===== src/rtl/spi_sipo_rx_pkg.sv =====
// Shared types and constants for the SPI serial-in/parallel-out receiver.
// Used by spi_sipo_rx; SPI_SIPO_RX_PARITY_EN is handled in the files that use it.
package spi_rx_pkg;

    typedef enum logic [1:0] {
        WAIT_IDLE,
        ARMED,
        SHIFT
    } rx_state_t;

    localparam logic SCLK_SYNC_RST = 1'b1;
    localparam logic CS_SYNC_RST   = 1'b1;
    localparam logic MOSI_SYNC_RST = 1'b0;

    function automatic int cnt_width(input int data_w);
        return $clog2(data_w + 1);
    endfunction

endpackage


===== src/rtl/spi_sipo_rx_if.sv =====
// Valid/ready word stream leaving the SPI receiver.
// With SPI_SIPO_RX_PARITY_EN defined, the stream also carries the per-word out_perr flag.
interface spi_sipo_rx_if #(
    parameter int DATA_W = 8
);
    logic [DATA_W-1:0] out_data;
    logic              out_valid;
    logic              out_ready;
`ifdef SPI_SIPO_RX_PARITY_EN
    logic              out_perr;

    modport master (output out_data, output out_valid, output out_perr, input out_ready);
    modport slave  (input out_data, input out_valid, input out_perr, output out_ready);
`else
    modport master (output out_data, output out_valid, input out_ready);
    modport slave  (input out_data, input out_valid, output out_ready);
`endif
endinterface


===== src/rtl/spi_sipo_rx_fifo.sv =====
// Small synchronous FIFO whose head is read straight from the storage flops.
// As a result, the head changes on the same edge as a pop, with no bubble cycle.
module spi_rx_fifo #(
    parameter int WIDTH = 8,
    parameter int DEPTH = 4
) (
    input  logic             clk,
    input  logic             reset,
    input  logic             push,
    input  logic [WIDTH-1:0] push_data,
    input  logic             pop,
    output logic [WIDTH-1:0] head,
    output logic             full,
    output logic             empty
);
    localparam int AW = $clog2(DEPTH);
    localparam int CW = AW + 1;

    logic [WIDTH-1:0] mem [DEPTH];
    logic [AW-1:0]    wr_ptr;
    logic [AW-1:0]    rd_ptr;
    logic [CW-1:0]    count;
    logic             do_push;
    logic             do_pop;

    // A push into a full FIFO succeeds only when the head leaves on the same edge.
    assign do_pop  = pop && !empty;
    assign do_push = push && (!full || do_pop);

    always_ff @(posedge clk) begin
        if (reset) begin
            wr_ptr <= '0;
            rd_ptr <= '0;
            count  <= '0;
            for (int i = 0; i < DEPTH; i++) begin
                mem[i] <= '0;
            end
        end else begin
            if (do_push) begin
                mem[wr_ptr] <= push_data;
                wr_ptr      <= wr_ptr + AW'(1);
            end
            if (do_pop) begin
                rd_ptr <= rd_ptr + AW'(1);
            end
            count <= count + CW'(do_push) - CW'(do_pop);
        end
    end

    assign head  = mem[rd_ptr];
    assign full  = (count == CW'(DEPTH));
    assign empty = (count == '0);

endmodule


===== src/rtl/spi_sipo_rx.sv =====
// SPI receive front end: synchronises the SPI pins, deserialises words MSB first and queues them.
// SPI_SIPO_RX_PARITY_EN adds a trailing even-parity bit per word and the out_perr output.
module spi_sipo_rx
    import spi_rx_pkg::*;
#(
    parameter int DATA_W = 8,
    parameter int DEPTH  = 4
) (
    input  logic clk,
    input  logic reset,
    input  logic sclk_in,
    input  logic cs_n_in,
    input  logic mosi_in,
    input  logic clr_flags,
    output logic overflow,
    output logic frame_err,
    output logic busy,
    spi_sipo_rx_if.master out_if
);
`ifdef SPI_SIPO_RX_PARITY_EN
    localparam int PAR_W = 1;
`else
    localparam int PAR_W = 0;
`endif
    localparam int FIFO_W = DATA_W + PAR_W;
    localparam int CNT_W  = cnt_width(DATA_W);
    localparam logic [CNT_W-1:0] LAST_BIT = CNT_W'(DATA_W - 1 + PAR_W);

    logic [1:0] sclk_sync;
    logic [1:0] cs_sync;
    logic [1:0] mosi_sync;
    logic [1:0] settle;
    logic       sclk_d;
    logic       sclk_s;
    logic       cs_s;
    logic       mosi_s;
    logic       sclk_rise;

    rx_state_t         state;
    rx_state_t         state_nxt;
    logic [CNT_W-1:0]  bit_cnt;
    logic [CNT_W-1:0]  bit_cnt_nxt;
    logic [DATA_W-1:0] shift_reg;
    logic [DATA_W-1:0] shift_nxt;
    logic              frame_err_nxt;
    logic              push;
    logic [FIFO_W-1:0] push_data;
    logic              pop;
    logic [FIFO_W-1:0] head;
    logic              full;
    logic              empty;

    // settle keeps WAIT_IDLE from mistaking the synchronisers' reset value for an idle bus.
    always_ff @(posedge clk) begin
        if (reset) begin
            sclk_sync <= {2{SCLK_SYNC_RST}};
            cs_sync   <= {2{CS_SYNC_RST}};
            mosi_sync <= {2{MOSI_SYNC_RST}};
            sclk_d    <= SCLK_SYNC_RST;
            settle    <= 2'b00;
        end else begin
            sclk_sync <= {sclk_sync[0], sclk_in};
            cs_sync   <= {cs_sync[0], cs_n_in};
            mosi_sync <= {mosi_sync[0], mosi_in};
            sclk_d    <= sclk_s;
            settle    <= {settle[0], 1'b1};
        end
    end

    assign sclk_s    = sclk_sync[1];
    assign cs_s      = cs_sync[1];
    assign mosi_s    = mosi_sync[1];
    assign sclk_rise = sclk_s && !sclk_d;

    always_ff @(posedge clk) begin
        if (reset) begin
            state     <= WAIT_IDLE;
            bit_cnt   <= '0;
            shift_reg <= '0;
            frame_err <= 1'b0;
        end else begin
            state     <= state_nxt;
            bit_cnt   <= bit_cnt_nxt;
            shift_reg <= shift_nxt;
            frame_err <= frame_err_nxt;
        end
    end

    always_comb begin
        state_nxt     = state;
        bit_cnt_nxt   = bit_cnt;
        shift_nxt     = shift_reg;
        frame_err_nxt = 1'b0;
        push          = 1'b0;
        push_data     = '0;
        case (state)
            WAIT_IDLE: begin
                if (settle[1] && cs_s) begin
                    state_nxt = ARMED;
                end
            end
            ARMED: begin
                if (!cs_s) begin
                    state_nxt   = SHIFT;
                    bit_cnt_nxt = '0;
                end
            end
            SHIFT: begin
                if (cs_s) begin
                    state_nxt     = ARMED;
                    bit_cnt_nxt   = '0;
                    frame_err_nxt = (bit_cnt != '0);
                end else if (sclk_rise) begin
                    if (bit_cnt == LAST_BIT) begin
                        push        = 1'b1;
                        bit_cnt_nxt = '0;
`ifdef SPI_SIPO_RX_PARITY_EN
                        // Even parity: an odd count of ones over data plus parity bit is an error.
                        push_data = {^{shift_reg, mosi_s}, shift_reg};
`else
                        push_data = {shift_reg[DATA_W-2:0], mosi_s};
`endif
                    end else begin
                        bit_cnt_nxt = bit_cnt + CNT_W'(1);
                        shift_nxt   = {shift_reg[DATA_W-2:0], mosi_s};
                    end
                end
            end
            default: begin
                state_nxt = WAIT_IDLE;
            end
        endcase
    end

    assign pop = out_if.out_valid && out_if.out_ready;

    spi_rx_fifo #(
        .WIDTH (FIFO_W),
        .DEPTH (DEPTH)
    ) u_fifo (
        .clk       (clk),
        .reset     (reset),
        .push      (push),
        .push_data (push_data),
        .pop       (pop),
        .head      (head),
        .full      (full),
        .empty     (empty)
    );

    // A dropped word outranks a clear arriving on the same edge.
    always_ff @(posedge clk) begin
        if (reset) begin
            overflow <= 1'b0;
        end else if (push && full && !pop) begin
            overflow <= 1'b1;
        end else if (clr_flags) begin
            overflow <= 1'b0;
        end
    end

    assign out_if.out_data  = head[DATA_W-1:0];
    assign out_if.out_valid = !empty;
`ifdef SPI_SIPO_RX_PARITY_EN
    assign out_if.out_perr  = head[DATA_W] && !empty;
`endif
    assign busy = (state == SHIFT);

endmodule


===== src/flat_wrapper.sv =====
// flat-port wrapper written by rule: the top's interface ports become plain ports
module spi_sipo_rx_flat import spi_rx_pkg::*;
#(
    parameter int DATA_W = 8,
    parameter int DEPTH  = 4
)
  (clk, reset, sclk_in, cs_n_in, mosi_in, clr_flags, overflow, frame_err, busy, out_if_out_data, out_if_out_valid, out_if_out_ready);
  spi_sipo_rx_if #(.DATA_W(DATA_W)) out_if_i ();
  input  logic clk;
  input  logic reset;
  input  logic sclk_in;
  input  logic cs_n_in;
  input  logic mosi_in;
  input  logic clr_flags;
  output logic overflow;
  output logic frame_err;
  output logic busy;
  output wire logic [$bits(out_if_i.out_data)-1:0] out_if_out_data;
  output wire logic [$bits(out_if_i.out_valid)-1:0] out_if_out_valid;
  input wire logic [$bits(out_if_i.out_ready)-1:0] out_if_out_ready;
  assign out_if_out_data = out_if_i.out_data;
  assign out_if_out_valid = out_if_i.out_valid;
  assign out_if_i.out_ready = out_if_out_ready;
  spi_sipo_rx #(.DATA_W(DATA_W), .DEPTH(DEPTH)) u_core (.clk(clk), .reset(reset), .sclk_in(sclk_in), .cs_n_in(cs_n_in), .mosi_in(mosi_in), .clr_flags(clr_flags), .overflow(overflow), .frame_err(frame_err), .busy(busy), .out_if(out_if_i));
endmodule

===== config.mk =====
export PLATFORM = sky130hd
export DESIGN_NAME = spi_sipo_rx_flat
export DESIGN_NICKNAME = d
export VERILOG_FILES = /design/src/rtl/spi_sipo_rx_pkg.sv /design/src/rtl/spi_sipo_rx_if.sv /design/src/rtl/spi_sipo_rx_fifo.sv /design/src/rtl/spi_sipo_rx.sv /design/src/flat_wrapper.sv
export SDC_FILE = /design/constraint.sdc
export NUM_CORES = 1
export LEC_CHECK = 0
export ABC_CLOCK_PERIOD_IN_PS = 3200
export CORE_AREA = 8 8 95 97
export CTS_BUF_LIST = sky130_fd_sc_hd__clkbuf_16
export DETAILED_ROUTE_END_ITERATION = 8
export DIE_AREA = 0 0 103 105
export DONT_BUFFER_PORTS = 1
export PLACE_DENSITY = 0.54
export SETUP_SLACK_MARGIN = 0.1
export SLEW_MARGIN = 20
export SYNTH_ARGS = -nofsm -noshare
export SYNTH_HDL_FRONTEND = slang
export SYNTH_HIERARCHICAL = 1
export SYNTH_SLANG_ARGS = --single-unit

===== constraint.sdc =====
create_clock -name clk -period 3.2 [get_ports clk]
set_input_delay 0.32 -clock clk [delete_from_list [all_inputs] [get_ports clk]]
set_output_delay 0.32 -clock clk [all_outputs]
set_load 0.02 [all_outputs]

# Word-level counts from Yosys, hierarchy flattened
# Memories as Yosys holds them, arrays and structs flattened. A register that Yosys moved wholly into a read port is not among the register bits.
# Index checks and enable logic that the tools add are counted.
[totals] memories=1 in_bits=7 ff_bits=31 elab_cells=83 ramBits=32 out_inout_bits=12
[mem_list] memory="u_core.u_fifo.mem" words=4 word_bits=8 rd=1 rd_clocked_by_memory_dff=1 wr=4 line_no="spi_sipo_rx_fifo.sv:19" rtl="logic [WIDTH-1:0] mem [DEPTH];"
[op_classes] bitwise_logic=3 eq_ne=8 n_addsub=5 n_mux=30 reduce_logical=22
[ops] op="$mux 8" n=5
[ops] op="$mux 4" n=4
[ops] op="$mux 1" n=13
[ops] op="$mux 2" n=6
[ops] op="$pmux 4 s2" n=1
[ops] op="$reduce_or 8->1" n=1
[ops] op="$logic_and 1x1->1" n=7
[ops] op="$pmux 2 s3" n=1
[ops] op="$reduce_and 3->1" n=2
[ops] op="$add 2x1->2 const B" n=2
[ops] op="$add 4x1->4 const B" n=1
[ops] op="$eq 4x3->1 const B" n=1
[ops] op="$logic_not 1->1" n=4
[ops] op="$ne 2x1->1 const B" n=2
[ops] op="$reduce_and 4->1" n=1
[ops] op="$reduce_bool 2->1" n=2
[ops] op="$reduce_bool 4->1" n=1
[ops] op="$add 3x1->3" n=1
[ops] op="$eq 3x3->1 const B" n=1
[ops] op="$logic_not 3->1" n=1
[ops] op="$ne 3x1->1 const B" n=1
[ops] op="$not 1->1" n=3
[ops] op="$reduce_or 3->1" n=1
[ops] op="$sub 3x1->3" n=1
[ops] op="other kinds (5)" n=5

# Depth between registers and ports, before layout
# Gate-level depths: netlist of the first run.
[depth] word_depth=11 depth_mapped=12 depth_no_buf=12

# Hierarchy
# The synthesis of the first run kept the hierarchy.
[modules_own_cells] module="spi_rx_fifo" cells_each=125 n_inst=1 area_each_um2=1835.5
[modules_own_cells] module="spi_sipo_rx" cells_each=109 n_inst=1 area_each_um2=1069.8

# Worst setup path after synthesis of the first run
# Ideal clock, no wire load.
[synth_timing] path_kind="register to register" from="register u_core.state[0]" to="register u_core.u_fifo.count[2]" setup_time_ns=0.078 path_slack_ns=0.430 stages_incl_launch_ff=13 arrival_ns=2.692 cell_sequence="dfxtp_1 > inv_1 > ha_1 > nand4bb_4 > nor2_1 > nor2b_1 > a21o_1 > ha_1 > inv_1 > fa_1 > xor2_1 > and2_1 > nor3_1"
[synth_via] elab_chain_cells=5
[synth_lines] item="from (decl)" line_no="spi_sipo_rx.sv:39" rtl="rx_state_t state;"
[synth_lines] item="from (signal assigned)" line_no="spi_sipo_rx.sv:82" rtl="state <= state_nxt;"
[synth_lines] item="$eq 2x2->1"
[synth_lines] item="net busy" line_no="flat_wrapper.sv:17" rtl="output logic busy;"
[synth_lines] item="$mux 1" line_no="spi_sipo_rx.sv:96" rtl="case (state)"
[synth_lines] item="net u_core.push" line_no="spi_sipo_rx.sv:46" rtl="logic push;"
[synth_lines] item="$logic_and 1x1->1" line_no="spi_sipo_rx_fifo.sv:28" rtl="assign do_push = push && (!full || do_pop);"
[synth_lines] item="$add 3x1->3" line_no="spi_sipo_rx_fifo.sv:46" rtl="count <= count + CW'(do_push) - CW'(do_pop);"
[synth_lines] item="$sub 3x1->3" line_no="spi_sipo_rx_fifo.sv:46"
[synth_lines] item="to (signal assigned)" line_no="spi_sipo_rx_fifo.sv:46"
[synth_lines] item="to (decl)" line_no="spi_sipo_rx_fifo.sv:22" rtl="logic [CW-1:0] count;"
# The timed path passes the listed nets, and every way through them passes these cells.
# A chain may end at the register's enable or synchronous reset.

# Final worst setup path of the first run
[layout_timing] from="register u_core.u_fifo.count[1]" to="register u_core.u_fifo.count[2]"
[layout_via] elab_chain_cells=8 elab_cells_between_ends=10 cone_classes="add/sub: 2; eq/ne: 1; reduce/logical: 7"
[layout_lines] item="$logic_not 3->1 *" line_no="spi_sipo_rx_fifo.sv:52" rtl="assign empty = (count == '0);"
[layout_lines] item="net u_core.empty" line_no="spi_sipo_rx.sv:51" rtl="logic empty;"
[layout_lines] item="$logic_not 1->1 *" line_no="spi_sipo_rx.sv:163" rtl="assign out_if.out_valid = !empty;"
[layout_lines] item="$logic_and 1x1->1 *" line_no="spi_sipo_rx.sv:135" rtl="assign pop = out_if.out_valid && out_if.out_ready;"
[layout_lines] item="net u_core.pop" line_no="spi_sipo_rx.sv:48" rtl="logic pop;"
[layout_lines] item="$logic_and 1x1->1 *" line_no="spi_sipo_rx_fifo.sv:27" rtl="assign do_pop = pop && !empty;"
[layout_lines] item="$logic_or 1x1->1" line_no="spi_sipo_rx_fifo.sv:28"
[layout_lines] item="$logic_and 1x1->1" line_no="spi_sipo_rx_fifo.sv:28"
[layout_lines] item="$add 3x1->3" line_no="spi_sipo_rx_fifo.sv:46"
[layout_lines] item="$sub 3x1->3 *" line_no="spi_sipo_rx_fifo.sv:46"
# Mark *: on every way through the listed nets, which the timed path passes. The rest lies on a longest branch.

==> results.md, run 1 <==
* Status: completed
* Final setup TNS at 0 ns
* Layout cells sized above 1 at between 10% and 20%
* Setup Buffers After CTS at 0
* Die area at 10800 sq um
* Hold Crit Class: input pin to register
* Fin util at 44.2%
* Clk buf depth at 2
* TritonCTS clock tree: built
* Largest family of logic cells by synthesized area: simple AND/OR/NAND/NOR gates
* Pin count of the biggest net entering global routing at 41
* Core area at 7530 sq um
* Hold_ws at 0.0613 ns
* CP Capture Type: register
* Pleak at 0.00129 uW
* Drt drc at 0
* Post-Syn Area at approximately 2900 sq um
* Layout area overhead at 14.4%
* Non-filler cells in the finished layout at 349
* Skew-Pair Late Insertion Delay at between 0.3 and 0.4 ns
* Critical Path Max Stage Delay at 0.50 ns
* Pwr Total at 2020 uW
* Resized Gates After CTS at 0
* Worst Path Max Fanout at 8
* Synth top area share at between 30 and 40%
* Crit path cell chain: nor3_1, nor2b_1, nor4b_4, nor2b_1, a21o_1, ha_1, inv_1, fa_1, xor2_1, and2_1, nor3_1
* Initial antenna violation count at 0
* Total CTS buffers at 9
* Post-synthesis compound-gate area fraction at 4.31%
* Number of global-route vias before repair at 1700
* Max Fclk at 376 MHz
* Cell Pwr Density at approximately 610 nW/um^2
* DR WL/cell at 14.2 um
* Synth Register Bits at 65
* Sequential share of the synthesized area at a little under three fifths
* Post-route ant nets at 0
* Register area at 1620 sq um
* Hpwl dp at 3380 um
* CP Class: register to register
* Part of the cycle the worst path needs at 83.1%
* Initial DRC count at 52
* Multi-input logic area at 1210 sq um
* Top FF cell, synth: dfxtp_1
* Finish-stage setup viols at 0
* Synth Area in Adders at 4.13%
* Synthesis warning total at 6
* Simple-Gate Fraction of Synth Area at approximately 22%
* Slowest CP cell: dfxtp_1
* Drt via density at 4.77
* EDFF count, synth at 32
* Peak VDD IR at 0.295 mV
* Crit path launch type: register
* Die X at 103 um
* Worst Path Arrival at between 2 and 3 ns
* Inst Count DP at about 330
* IO Pins at 19
* Fillers at 737
* Maximum Capacitance Violations at 0
* Fin Clk Skew at 0.00631 ns
* Final Hold Fails at 0
* H-tree levels at 3
* Largest register FFs at 32
* Synth Instances at 234
* Post-layout min period at about 2.7 ns
* Vias at 1663
* Initial DRT Pass Iterations at 4
* Root buffer cell: clkbuf_16
* Slew headroom at 42.8%
* RD Place Congestion at 0.709
* Distinct cell type count after synthesis at 44
* Global-route wire length before repair at about 8200 um
* Async SR Flop Fraction at 0%
* Nets at ~260
* Die Y-Extent at 105 um
* Yosys top cell by area: edfxtp_1
* PortBufs at 0
* Top post-synthesis cells by area: edfxtp_1, dfxtp_1, and2_1
* Detailed Route WL at 4960 um
* RSZ-0062 raised after global routing: false
* Synth Area in XOR/XNOR at 1.51%
* Syn nets at 250
* CTS sink count at 65
* Post-synthesis mux area share at 10.0%
* Hold buffer count at CTS at 0
* N_diodes at 0
* Initial Utilization at between 30% and 40%
* Critical Path RT at ~3.5 ns
* Syn avg cell area at 12.4 sq um
* Core Rows at 32
* Clock transition at path regs at roughly 0.060 ns
* Pins Over Slew Limit at 0
* Worst Max-Slew Pin Slew at 0.846 ns
* GRT Total Usage at 10.0%
* GR Overflow Total at 0
## worst max-delay path, delay by kind of cell, from the launching register on
| kind | cells | cell delay [ns] |
|---|---|---|
| AND/OR/NAND/NOR | 6 | 1.18 |
| XOR/XNOR | 1 | 0.16 |
| adder cells (fa/ha/maj) | 2 | 0.50 |
| flip-flops | 1 | 0.50 |
| buffers and inverters | 1 | 0.05 |
| AO/OA/AOI/OAI | 1 | 0.18 |
## synthesized netlist by cell type (all sizes together) (3+ instances only)
cell type  number
a31o            3
and2           41
buf             3
clkbuf          4
dfxtp          33
edfxtp         32
ha              8
inv            10
mux2i          10
mux4            8
nand2           3
nand2b          5
nor2           25
nor2b           8
nor3            4
nor4b           3
or2             5
xor2            5
## per-layer routing
metal / vias to the layer above / GRT usage (%) / share of wire [%]
li1: 833 / - / -
met1: 792 / 11.7 / 47
met3: 9 / 3.25 / 5.3
met5: - / 0 / 0
met2: 29 / 15.5 / 46
met4: 0 / 6.20 / 1.9
## layout make-up
| class | instances | area share, % |
|---|---|---|
| Clock inverter | 7 | 2.15 |
| Sequential cell | 65 | 48.8 |
| Timing Repair Buffer | 4 | 0.903 |
| Inverter | 10 | 1.13 |
| Tap cell | 102 | 3.84 |
| Multi-Input combinational cell | 152 | 36.4 |
| Clock buffer | 9 | 6.77 |
## path summary, 6_finish.rpt
check	end	slack, ns	cells past startpoint	startpoint
worst min-delay path	u_core/shift_reg[6]	0.06	1	reset
worst max register to register	u_core/u_fifo/count[2]	0.54	11	u_core/u_fifo/count[1]
worst min register to register	u_core/cs_sync[1]	0.41	1	u_core/cs_sync[0]
worst max-delay path	u_core/u_fifo/count[2]	0.54	11	u_core/u_fifo/count[1]
## metrics by stage
step / area [sq um] / setup WS [ns]
final: 3320 / 0.540
after detailed placement: 3030 / 0.539
after floorplan: 2910 / 0.430
after CTS: 3320 / 0.534
after global routing: 3320 / 0.286
after global placement: 3030 / 0.655
## logic make-up (layout without fill, tap and decap cells)
logic type | after synthesis | after routing
AO/OA/AOI/OAI | 17 | 17
XOR/XNOR | 5 | 5
adder cells (fa/ha/maj) | 9 | 9
buffers and inverters | 17 | 30
flip-flops | 65 | 65
multiplexers | 19 | 19
AND/OR/NAND/NOR | 102 | 102
## cells in the final DEF, fill, tap and decap left out, types with 2 or more instances in the layout
master and count:
and2_1 41, ha_1 8, mux4_2 8, dfxtp_1 33, inv_1 10, nor2b_1 8
nor3b_1 2, clkbuf_16 9, nand2b_1 5, clkinv_2 2, clkinvlp_4 3, a21o_1 2
a21oi_1 2, or2_2 5, buf_4 4, mux2i_1 10, nor3_1 3, nand2_1 3
xor2_1 5, edfxtp_1 32, a31o_2 2, nor2_1 25, a211oi_1 2
## power breakdown
part / switching (uW) / total [uW] / leakage (uW) / internal [uW]
Clock: 354 / 954 / 0.000137 / 600
Sequential: 16.4 / 916 / 0.000599 / 900
Combinational: 90.3 / 155 / 0.000559 / 64.9
Power figures use the tool's default switching activity.
==> inputs of run 2 (changes only) <==
--- a/config.mk
+++ b/config.mk
@@ -5,7 +5,7 @@
 export SDC_FILE = /design/constraint.sdc
 export NUM_CORES = 1
 export LEC_CHECK = 0
-export ABC_CLOCK_PERIOD_IN_PS = 3200
+export ABC_CLOCK_PERIOD_IN_PS = 2580
 export CORE_AREA = 8 8 95 97
 export CTS_BUF_LIST = sky130_fd_sc_hd__clkbuf_16
 export DETAILED_ROUTE_END_ITERATION = 8
==> constraint.sdc (replaced) <==
create_clock -name clk -period 2.58 [get_ports clk]
set_input_delay 0.258 -clock clk [delete_from_list [all_inputs] [get_ports clk]]
set_output_delay 0.258 -clock clk [all_outputs]
set_load 0.02 [all_outputs]
==> run 2 against run 1 <==
Compared with the run above:
- utilization grew 1.1 points
- sequential power grew 24%
- maximum frequency grew 17%
- flip-flop and latch count is the same
- final cell count grew 2.3%
- combinational power grew 31%
- critical endpoint unchanged
- highest routed layer unchanged
==> results.md, run 2 (synthesis results as in run 1) <==
* GRT Total Usage at 10.6% (+0.56 points)
* N_diodes at 0 (unchanged)
* Worst Path Max Fanout at 5 (-3)
* Initial DRT Pass Iterations at 4 (unchanged)
* Die X at 103 um (unchanged)
* CP Capture Type: register
* Cell Pwr Density at 742 nW/um^2 (+22%)
* Clock transition at path regs at 0.05 ns (about the same)
* Initial DRC count at 38 (-27%)
* Layout cells sized above 1 at 21.2% (+4.2 points)
* Worst Path Arrival at 2.52 ns (-0.39 ns)
* Slew headroom at 42.8% (about the same)
* Global-route wire length before repair at 8530 um (+4.0%)
* Layout area overhead at 17.3%
* Most used cell, CP: inv_1
* Final Hold Fails at 0 (unchanged)
* Die Y-Extent at 105 um (unchanged)
* Finish-stage setup viols at 0 (unchanged)
* CTS sink count at 65 (unchanged)
* Pwr Total at 2530 uW (+25%)
* Critical Path Max Stage Delay at 0.37 ns (-0.13 ns)
* CP Class: register to register
* Detailed Route WL at 5080 um (+2.3%)
* Core area at 7530 sq um (unchanged)
* Final setup TNS at 0 ns (unchanged)
* Fin util at 45.3% (+1.1 points)
* Worst Max-Slew Pin Slew at 0.855 ns (+0.00973 ns)
* TritonCTS clock tree: built
* Total CTS buffers at 9 (unchanged)
* Skew-Pair Late Insertion Delay at 0.33 ns (about the same)
* Drt via density at 4.65 (-2.4%)
* Flop-to-flop setup slack at 0.30 ns (-0.24 ns)
* RSZ-0062 raised after global routing: false
* Hpwl dp at 3500 um (+3.6%)
* Pre-CTS WS at 0.145 ns (-0.394 ns)
* Most frequent standard cell in the layout excluding fill and tap cells: and2_1
* Fin Clk Skew at 0.00607 ns (-0.000238 ns)
* Dpl cell area at 3060 sq um (+1.2%)
* Core Rows at 32 (unchanged)
* Crit path launch type: register
* IO Pins at 19 (unchanged)
* Vias at 1660 (-0.18%)
* Most frequent cells in the layout: and2_1, dfxtp_1, edfxtp_1, nor2_1, buf_4
* Max Fclk at 439 MHz (+17%)
* Post-route ant nets at 0 (unchanged)
* Worst R2R Start: u_core/state[0]
* Final setup margin at 0.302 ns (-0.238 ns)
* Nets at 266 (+3.1%)
* Reg-to-reg endpoint: u_core/u_fifo/count[2]
* Post-route design area at 3410 sq um (+2.5%)
* Critical Path End: u_core/u_fifo/count[2]
* CP startpoint: u_core/state[0]
* Slowest CP cell: fa_1
* Pins Over Slew Limit at 0 (unchanged)
* H-tree levels at 3 (unchanged)
* Clk buf depth at 2 (unchanged)
* Initial Utilization at 38.6% (unchanged)
* Crit path cell chain: inv_1, ha_2, nand4bb_4, nor2_4, nor2b_4, a21o_1, ha_1, inv_1, fa_1, xor2_1, and2_1, nor3_1
* Drt drc at 0 (unchanged)
* PortBufs at 0 (unchanged)
* Initial antenna violation count at 0 (unchanged)
* Post-layout min period at 2.28 ns (-0.382 ns)
* Worst reg-to-reg path cell count at 12 (+1)
* Number of global-route vias before repair at 1714 (+0.82%)
* Largest register FFs at 32 (unchanged)
* Pin count of the biggest net entering global routing at 24 (-41%)
* Part of the cycle the worst path needs at 88.3% (+5.2 points)
* Pleak at 0.00134 uW (+3.2%)
* Critical Path RT at 2.82 ns (-0.63 ns)
* GR Overflow Total at 0 (unchanged)
* Peak VDD IR at 0.409 mV (+38%)
* Maximum Capacitance Violations at 0 (unchanged)
* Die area at 10800 sq um (unchanged)
* Status: completed
* Root buffer cell: clkbuf_16
* DR WL/cell at 14.2 um (about the same)
* RD Place Congestion at 0.726 (+2.4%)
* Hold Crit Class: input pin to register
[run 2: cell types whose count changed in the layout (fill, tap and decap cells not counted)]
cell | before | now
buf_4 | 4 | 11
nor2b_1 | 8 | 6
dfxtp_1 | 33 | 32
dfxtp_2 | 0 | 1
dlygate4sd3_1 | 0 | 1
ha_1 | 8 | 7
ha_2 | 0 | 1
nor2_1 | 25 | 24
nor2_4 | 0 | 1
nor2b_2 | 0 | 1
nor2b_4 | 0 | 1
[run 2: worst min path at each step]
stage	cells after the start	slack, ns	endpoint	startpoint
floorplan	1	0.33	u_core/mosi_sync[0]	reset
global placement	1	0.33	u_core/u_fifo/count[1]	reset
detailed placement	1	0.34	u_core/state[0]	reset
CTS	1	0.006	u_core/settle[0]	reset
global route	1	0.01	register	reset
finish	1	0.02	u_core/settle[0]	reset
[run 2: layer usage]
layer  part of all wire (%)  global-route usage (%)
met4                    2.1                    5.27
met3                    5.0                    4.45
met5                      0                       0
met2                     45                    16.2
met1                     48                    12.4
[run 2: worst max-delay path: cells and delay by family, from the launching register on]
kind | cells | cell delay (ns)
flip-flops | 1 | 0.34
XOR/XNOR | 1 | 0.16
AO/OA/AOI/OAI | 1 | 0.12
AND/OR/NAND/NOR | 5 | 0.73
buffers and inverters | 2 | 0.14
adder cells (fa/ha/maj) | 3 | 0.71
[run 2: cell type report]
cell class,count,area [sq um]
clock buffer,9,225
fill,726,4120
timing repair buffer,12,92.6
clock inverter,7,71.3
tap,102,128
sequential,65,1620
inverter,10,37.5
multi-input combinational,152,1230
[run 2: power by group]
| part | internal (uW) | total [uW] | switching (uW) | leakage [uW] |
|---|---|---|---|---|
| logic | 83.1 | 203 | 120 | 0.000599 |
| registers | 1120 | 1140 | 21.5 | 0.000599 |
| clock network | 744 | 1190 | 445 | 0.000137 |
| total | 1940 | 2530 | 587 | 0.00134 |
[run 2: per-stage QoR]
step,hold slack (ns),cells
after CTS,0.00620,353
after detailed placement,0.336,336
after global routing,0.0124,357
final,0.0209,357
after floorplan,0.330,234
after global placement,0.331,336
[run 2: repair_timing]
item                       in CTS  in global routing
setup buffers                   0                  4
hold buffers                    1                  0
resized for setup               0                  3
setup endpoints to repair       0                  2
hold endpoints to repair       23                  0
